**src/rtl/cfg_pkg.sv**
```systemverilog
`default_nettype none
// cfg_pkg: widths, state encodings and default bit period shared by the cfg_slv slice.
// rev 1.0
package cfg_pkg;
  localparam int CMD_W        = 24;
  localparam int RSP_W        = 16;
  localparam int DEF_BAUD_DIV = 542;

  typedef enum logic [1:0] {
    RX_IDLE  = 2'd0,
    RX_START = 2'd1,
    RX_DATA  = 2'd2,
    RX_STOP  = 2'd3
  } rx_state_t;

  typedef enum logic [1:0] {
    TX_IDLE  = 2'd0,
    TX_START = 2'd1,
    TX_DATA  = 2'd2,
    TX_STOP  = 2'd3
  } tx_state_t;
endpackage
`default_nettype wire

```
**src/rtl/uart_rx_byte.sv**
```systemverilog
`default_nettype none
// uart_rx_byte: RX line synchroniser and 8N1 byte receiver with one-cycle byte/error strobes.
// rev 1.0
module uart_rx_byte
  import cfg_pkg::*;
#(
  parameter int BAUD_DIV = DEF_BAUD_DIV
) (
  input  logic       clk,
  input  logic       rst_n,
  input  logic       rx_in,
  output logic [7:0] rx_byte,
  output logic       rx_vld,
  output logic       rx_ferr,
  output logic       rx_idle,
  output logic       rx_start
);
  localparam int            CW        = $clog2(BAUD_DIV);
  localparam logic [CW-1:0] BIT_LAST  = CW'(BAUD_DIV - 1);
  localparam logic [CW-1:0] HALF_LAST = CW'(BAUD_DIV / 2 - 1);

  logic          sync1;
  logic          sync2;
  logic          line_q;
  rx_state_t     state;
  rx_state_t     state_nxt;
  logic [CW-1:0] cnt;
  logic [2:0]    bit_idx;
  logic [7:0]    shreg;
  logic          fall;
  logic          tick;
  logic          half_tick;

  assign fall      = line_q & ~sync2;
  assign tick      = (cnt == BIT_LAST);
  assign half_tick = (cnt == HALF_LAST);

  always_ff @(posedge clk) begin
    if (!rst_n) begin
      sync1   <= 1'b1;
      sync2   <= 1'b1;
      line_q  <= 1'b1;
      state   <= RX_IDLE;
      cnt     <= '0;
      bit_idx <= 3'd0;
      shreg   <= 8'd0;
      rx_vld  <= 1'b0;
      rx_ferr <= 1'b0;
    end else begin
      sync1   <= rx_in;
      sync2   <= sync1;
      line_q  <= sync2;
      state   <= state_nxt;
      // bit timer restarts on every state change and at each full bit period
      cnt     <= ((state == RX_IDLE) || (state_nxt != state) || tick) ? '0 : cnt + 1'b1;
      rx_vld  <= 1'b0;
      rx_ferr <= 1'b0;
      if ((state == RX_DATA) && tick) begin
        shreg   <= {sync2, shreg[7:1]};
        bit_idx <= bit_idx + 1'b1;
      end
      if ((state == RX_STOP) && tick) begin
        rx_vld  <= sync2;
        rx_ferr <= ~sync2;
      end
    end
  end

  always_comb begin
    state_nxt = state;
    case (state)
      RX_IDLE:  if (fall) state_nxt = RX_START;
      RX_START: if (half_tick) state_nxt = sync2 ? RX_IDLE : RX_DATA;
      RX_DATA:  if (tick && (bit_idx == 3'd7)) state_nxt = RX_STOP;
      RX_STOP:  if (tick) state_nxt = RX_IDLE;
      default:  state_nxt = RX_IDLE;
    endcase
  end

  always_comb begin
    rx_idle  = (state == RX_IDLE);
    rx_start = (state == RX_IDLE) & fall;
    rx_byte  = shreg;
  end
endmodule
`default_nettype wire

```
**src/rtl/cfg_slv.sv**
```systemverilog
`default_nettype none
// cfg_slv: config-port responder -- 3-byte serial command in, 2-byte serial response out, full duplex.
// rev 1.0
module cfg_slv
  import cfg_pkg::*;
#(
  parameter int BAUD_DIV = DEF_BAUD_DIV,
  parameter int TO_BITS  = 32
) (
  input  logic             clk,
  input  logic             rst_n,
  input  logic             RX_C,
  output logic             TX_C,
  output logic [CMD_W-1:0] cmd_data,
  output logic             cmd_rdy,
  output logic             frm_err,
  input  logic [RSP_W-1:0] rsp_data,
  input  logic             rsp_send,
  output logic             tx_busy
);
  localparam int            CW       = $clog2(BAUD_DIV);
  localparam logic [CW-1:0] BIT_LAST = CW'(BAUD_DIV - 1);
  localparam int            TO_CYC   = TO_BITS * BAUD_DIV;
  localparam int            TW       = $clog2(TO_CYC);
  localparam logic [TW-1:0] TO_LAST  = TW'(TO_CYC - 1);

  logic [7:0]       rx_byte;
  logic             rx_vld;
  logic             rx_ferr;
  logic             rx_idle;
  logic             rx_start;
  logic [1:0]       byte_cnt;
  logic [15:0]      hold;
  logic [CMD_W-1:0] hold_nxt;
  logic [TW-1:0]    to_cnt;
  logic             to_run;
  logic             to_expire;

  uart_rx_byte #(
    .BAUD_DIV (BAUD_DIV)
  ) u_rx (
    .clk      (clk),
    .rst_n    (rst_n),
    .rx_in    (RX_C),
    .rx_byte  (rx_byte),
    .rx_vld   (rx_vld),
    .rx_ferr  (rx_ferr),
    .rx_idle  (rx_idle),
    .rx_start (rx_start)
  );

  assign hold_nxt  = {hold, rx_byte};
  // a start detect suppresses the timeout in the same cycle
  assign to_run    = rx_idle & ~rx_start & (byte_cnt != 2'd0);
  assign to_expire = to_run & (to_cnt == TO_LAST);

  always_ff @(posedge clk) begin
    if (!rst_n) begin
      byte_cnt <= 2'd0;
      hold     <= 16'd0;
      cmd_data <= '0;
      cmd_rdy  <= 1'b0;
      frm_err  <= 1'b0;
      to_cnt   <= '0;
    end else begin
      cmd_rdy <= 1'b0;
      frm_err <= rx_ferr;
      to_cnt  <= to_run ? to_cnt + 1'b1 : '0;
      if (rx_vld) begin
        hold <= hold_nxt[15:0];
        if (byte_cnt == 2'd2) begin
          cmd_data <= hold_nxt;
          cmd_rdy  <= 1'b1;
          byte_cnt <= 2'd0;
        end else begin
          byte_cnt <= byte_cnt + 1'b1;
        end
      end else if (rx_ferr || to_expire) begin
        byte_cnt <= 2'd0;
      end
    end
  end

  tx_state_t        tx_state;
  tx_state_t        tx_nxt;
  logic [CW-1:0]    tx_cnt;
  logic [2:0]       tx_bit;
  logic             tx_idx;
  logic [RSP_W-1:0] tx_dat;
  logic [7:0]       tx_cur;
  logic             tx_tick;

  assign tx_tick = (tx_cnt == BIT_LAST);

  always_ff @(posedge clk) begin
    if (!rst_n) begin
      tx_state <= TX_IDLE;
      tx_cnt   <= '0;
      tx_bit   <= 3'd0;
      tx_idx   <= 1'b0;
      tx_dat   <= '0;
    end else begin
      tx_state <= tx_nxt;
      tx_cnt   <= ((tx_state == TX_IDLE) || tx_tick) ? '0 : tx_cnt + 1'b1;
      if ((tx_state == TX_IDLE) && rsp_send) begin
        tx_dat <= rsp_data;
        tx_idx <= 1'b0;
      end
      if ((tx_state == TX_DATA) && tx_tick) tx_bit <= tx_bit + 1'b1;
      if ((tx_state == TX_STOP) && tx_tick) tx_idx <= ~tx_idx;
    end
  end

  always_comb begin
    tx_nxt = tx_state;
    case (tx_state)
      TX_IDLE:  if (rsp_send) tx_nxt = TX_START;
      TX_START: if (tx_tick) tx_nxt = TX_DATA;
      TX_DATA:  if (tx_tick && (tx_bit == 3'd7)) tx_nxt = TX_STOP;
      // first stop bit runs straight into the second start bit
      TX_STOP:  if (tx_tick) tx_nxt = tx_idx ? TX_IDLE : TX_START;
      default:  tx_nxt = TX_IDLE;
    endcase
  end

  always_comb begin
    tx_busy = (tx_state != TX_IDLE);
    tx_cur  = tx_idx ? tx_dat[7:0] : tx_dat[15:8];
    case (tx_state)
      TX_START: TX_C = 1'b0;
      TX_DATA:  TX_C = tx_cur[tx_bit];
      default:  TX_C = 1'b1;
    endcase
  end
endmodule
`default_nettype wire
```
**config.mk**
```make
export PLATFORM = sky130hd
export DESIGN_NAME = cfg_slv
export DESIGN_NICKNAME = d
export VERILOG_FILES = /design/src/rtl/cfg_pkg.sv /design/src/rtl/uart_rx_byte.sv /design/src/rtl/cfg_slv.sv
export SDC_FILE = /design/constraint.sdc
export NUM_CORES = 1
export LEC_CHECK = 0
export CAP_MARGIN = 20
export CORE_ASPECT_RATIO = 1.5
export CORE_MARGIN = 4
export CORE_UTILIZATION = 59
export CTS_BUF_LIST = sky130_fd_sc_hd__clkbuf_4 sky130_fd_sc_hd__clkbuf_8
export DETAILED_ROUTE_END_ITERATION = 10
export GPL_TIMING_DRIVEN = 0
export PLACE_DENSITY_LB_ADDON = 0.15
export SYNTH_ARGS = -nofsm -noshare
export SYNTH_HDL_FRONTEND = slang
export SYNTH_SLANG_ARGS = --single-unit
export TNS_END_PERCENT = 1
```
**constraint.sdc**
```tcl
create_clock -name clk -period 2.15 [get_ports clk]
set_clock_uncertainty 0.15 [all_clocks]
set_input_delay 0.43 -clock clk [delete_from_list [all_inputs] [get_ports clk]]
set_output_delay 0.43 -clock clk [all_outputs]
set_load 0.02 [all_outputs]
```
==> implementation parameters <==
Parameter                              Value

Run status
  Outcome    complete, but fails checks
  Failing checks    setup timing

Setup path
  Buffers plus inverters on the worst setup path    1
  Worst Setup End Kind    output port
  Worst reg-to-reg setup slack    0.20 ns
  Required time reported for the critical path endpoint    1.57 ns
  Critical Path Max Stage Delay    0.52 ns
  Arrival time worst endpoint    1.98 ns
  Highest-delay cell along the critical path    sky130_fd_sc_hd__mux4_2
  Worst setup SP type    flip-flop
  Crit path max-delay family    multiplexers
  Crit Path Max Fanout    5
  List of cells traversed by the critical path    mux4_2, mux2_4, nand3_2, o221ai_2, buf_6
  Category of the critical setup timing path    flip-flop to output port

Synthesis
  Area share of the largest cell type after synthesis    47.6%
  Flip-flop and latch count after synthesis    119
  YS warnings    0
  Cells after Synth    538
  Synth area leaders    sky130_fd_sc_hd__dfxtp_1 (48%), sky130_fd_sc_hd__nand2_1 (8.2%), sky130_fd_sc_hd__mux2i_1 (6.0%)
  Leading post-synthesis cells by instance count    sky130_fd_sc_hd__dfxtp_1 (119), sky130_fd_sc_hd__nand2_1 (109), sky130_fd_sc_hd__nor2_1 (43)
  Most used DFF post-synth    sky130_fd_sc_hd__dfxtp_1
  Cell area after synthesis    5010 µm²
  Distinct cell type count after synthesis    55
  Number of enable flip-flop cells after synthesis    0
  Asr flop ratio synth    0%
  Fraction of the yosys area taken by sequential cells    47.6%
  Most frequently used cell type in the post-synthesis netlist    sky130_fd_sc_hd__dfxtp_1
  Post-synth top area cell    sky130_fd_sc_hd__dfxtp_1
  Post-Synthesis Net Count    573
  Mean area per synthesized cell    9.31 µm²

Cells and area
  Filler cell count in the final layout    600
  Final-stage net count    641
  Total non-filler cell area in the finished layout    6040 µm²
  Share of the core filled with cells    74.0%
  Antenna Cells    0
  Proportion of layout cells with a drive suffix above 1    10.0%
  Area growth syn-to-layout    20.5%
  Cell Count, Final, Fillers Out    724

Place
  Gp weighted congestion    0.801
  Worst-case setup slack after placement    -0.599 ns
  Count of buffers inserted at the top-level ports    47
  Total half-perimeter wirelength after legalization and detailed placement    7450 µm
  Number of placed instances with taps included    690
  Cell area after placement    5620 µm²

Global route
  Combined global-route utilization of all metal layers    22.1%
  Aggregate global routing overflow    0
  Wire length of the first global-routing pass    18,000 µm
  Number of global-route vias before repair    4,002
  Number of antenna violations at the first check in global routing    0
  Maximum number of pins on one net before global-route repair    17

Flow run
  Maximum Capacitance Violations    0

Clock tree
  Later-pin clock latency in the skew report    0.44 ns
  Clk buf depth    2
  Clk root buf    sky130_fd_sc_hd__clkbuf_8
  Clock tree sinks    119
  Total clock buffers created by CTS    17
  Number of buffers inserted for hold repair after clock tree synthesis    0
  Clock-pin slew on the worst setup and hold paths    0.07 ns
  H-tree depth    4
  Clock tree from TritonCTS    yes

Pwr
  Tot Pwr    4.96 mW
  IR drop worst, VDD    0.000507 V
  Static Leakage    2.15 nW
  Cell Pwr Density    821 nW/µm²

STA
  Number of endpoints failing setup at the final stage    1
  Count of endpoints failing hold in the final timing report    0
  Final-report max-slew violation count    0
  Worst slew slack as a fraction of its limit    63.4%
  Highest attainable clock frequency    0.391 GHz
  Setup slack after layout    -0.409 ns
  Slew at the pin with the worst max-slew slack    0.547 ns
  Fin crit period    2.56 ns
  RSZ-0062 raised after global routing    true
  Worst Hold Slack    0.268 ns
  Part of the cycle the worst path needs    119%
  Fin Setup TNS    -0.409 ns

Floorplanning
  Die area    10,100 µm²
  Core area    8160 µm²
  Width of the die    83.2 µm
  Vert. Die Dim    121 µm
  Effective utilization at floorplan    61.4%
  Site Rows    40
  Ports    48

Drt
  Total wirelength of the detailed-routed design    10,500 µm
  Number of design rule violations left after detail routing    0
  Top routing layer used    met4
  1st-iter DRT viols    170
  Met2 Wirelength    5540 µm
  Via-per-instance ratio    5.39
  M1 WL    4320 µm
  Met3 layer wire length in the routed design    380 µm
  Post-route ant nets    0
  Post-detailed-route wirelength per cell    14.5 µm
  Total via count after detailed routing    3,901
  Number of iterations in the first detailed-routing pass    4

Hold path
  Hold/Removal Path Class    flip-flop to flip-flop
[area by class of cell]
cell class              count  area, µm²  share of cell area [%]
multi-input cells         383       2480                    41.0
flip-flops and latches    119       2390                    39.6
repair buffers             50        489                    8.11
clock buffers              20        269                    4.46
well taps                 105        131                    2.18
clock inverters            12        128                    2.11
plain buffers              25        115                    1.91
inverters                  10       37.5                   0.622
[layer usage]
metal | up-vias | global-route usage, %
met5 | - | 0
met4 | 0 | 9.41
met3 | 21 | 6.93
met2 | 67 | 38.9
met1 | 1847 | 24.3
li1 | 1966 | -
[power breakdown]
part	internal, mW	leakage [nW]	total, mW	switching (mW)
Sequential	2.29	0.963	2.36	0.0654
Clock	1.09	0.194	1.98	0.883
Combinational	0.255	0.994	0.620	0.365
[path summary, 6_finish.rpt]
check        depth (start not counted)                        to                   start
min                                  1     u_rx.sync2$_SDFF_PN1_   u_rx.sync1$_SDFF_PN1_
min reg2reg                          1     u_rx.sync2$_SDFF_PN1_   u_rx.sync1$_SDFF_PN1_
max                                  5                      TX_C  tx_bit[1]$_SDFFE_PN0P_
max reg2reg                          7  tx_state[0]$_SDFFE_PN0P_  tx_bit[1]$_SDFFE_PN0P_
[worst register-to-register path, delay by kind of cell (launching register included)]
family | cells | cell delay (ns)
fa+ha+maj | 2 | 0.27
simple gates | 1 | 0.43
buf+inv | 2 | 0.20
compound gates | 2 | 0.41
flops | 1 | 0.39
[kinds of logic after synthesis]
logic type	Yosys count	synth area share, %
multiplexers	35	8.17
XOR/XNOR	27	4.72
buffers and inverters	36	3.15
adder cells (fa/ha/maj)	15	3.75
flip-flops	119	47.6
AND/OR/NAND/NOR	244	23.4
AO/OA/AOI/OAI	62	9.27
[sequential cells by signal (all words and copies together) (netlist names), 2 cells and up]
name / count
u_rx.bit_idx: 3
tx_state: 2
u_rx.rx_byte: 8
tx_bit: 3
u_rx.state: 2
to_cnt: 15
cmd_data: 24
tx_cnt: 10
byte_cnt: 2
tx_dat: 16
u_rx.cnt: 10
hold: 16
[layout by cell type, fill, tap and decap left out, drive strengths merged, types with 2 or more instances in the layout]
cell	count
and4	3
nand2b	5
dfxtp	119
a21oi	4
a21boi	40
clkinvlp	4
clkdlybuf4s50	45
clkinv	6
xnor2	8
xor2	19
and2	7
bufinv	2
and4bb	2
nor2b	20
nand2	109
clkbuf	39
o211ai	2
nand3	16
buf	11
inv	10
ha	15
o21ai	3
or4	2
nor2	43
and3	10
or3	3
a31oi	2
nor4	2
nand4	11
mux2i	30
nor3	6
mux4	4
[what timing repair did]
action | 4_1_cts | 5_1_grt
hold endpoints to repair | 0 | 0
gates resized for setup | 17 | 3
buffers inserted | 2 | 1
endpoints found under the setup margin | 2 | 3
No activity file was read; power rests on OpenSTA's default activity.
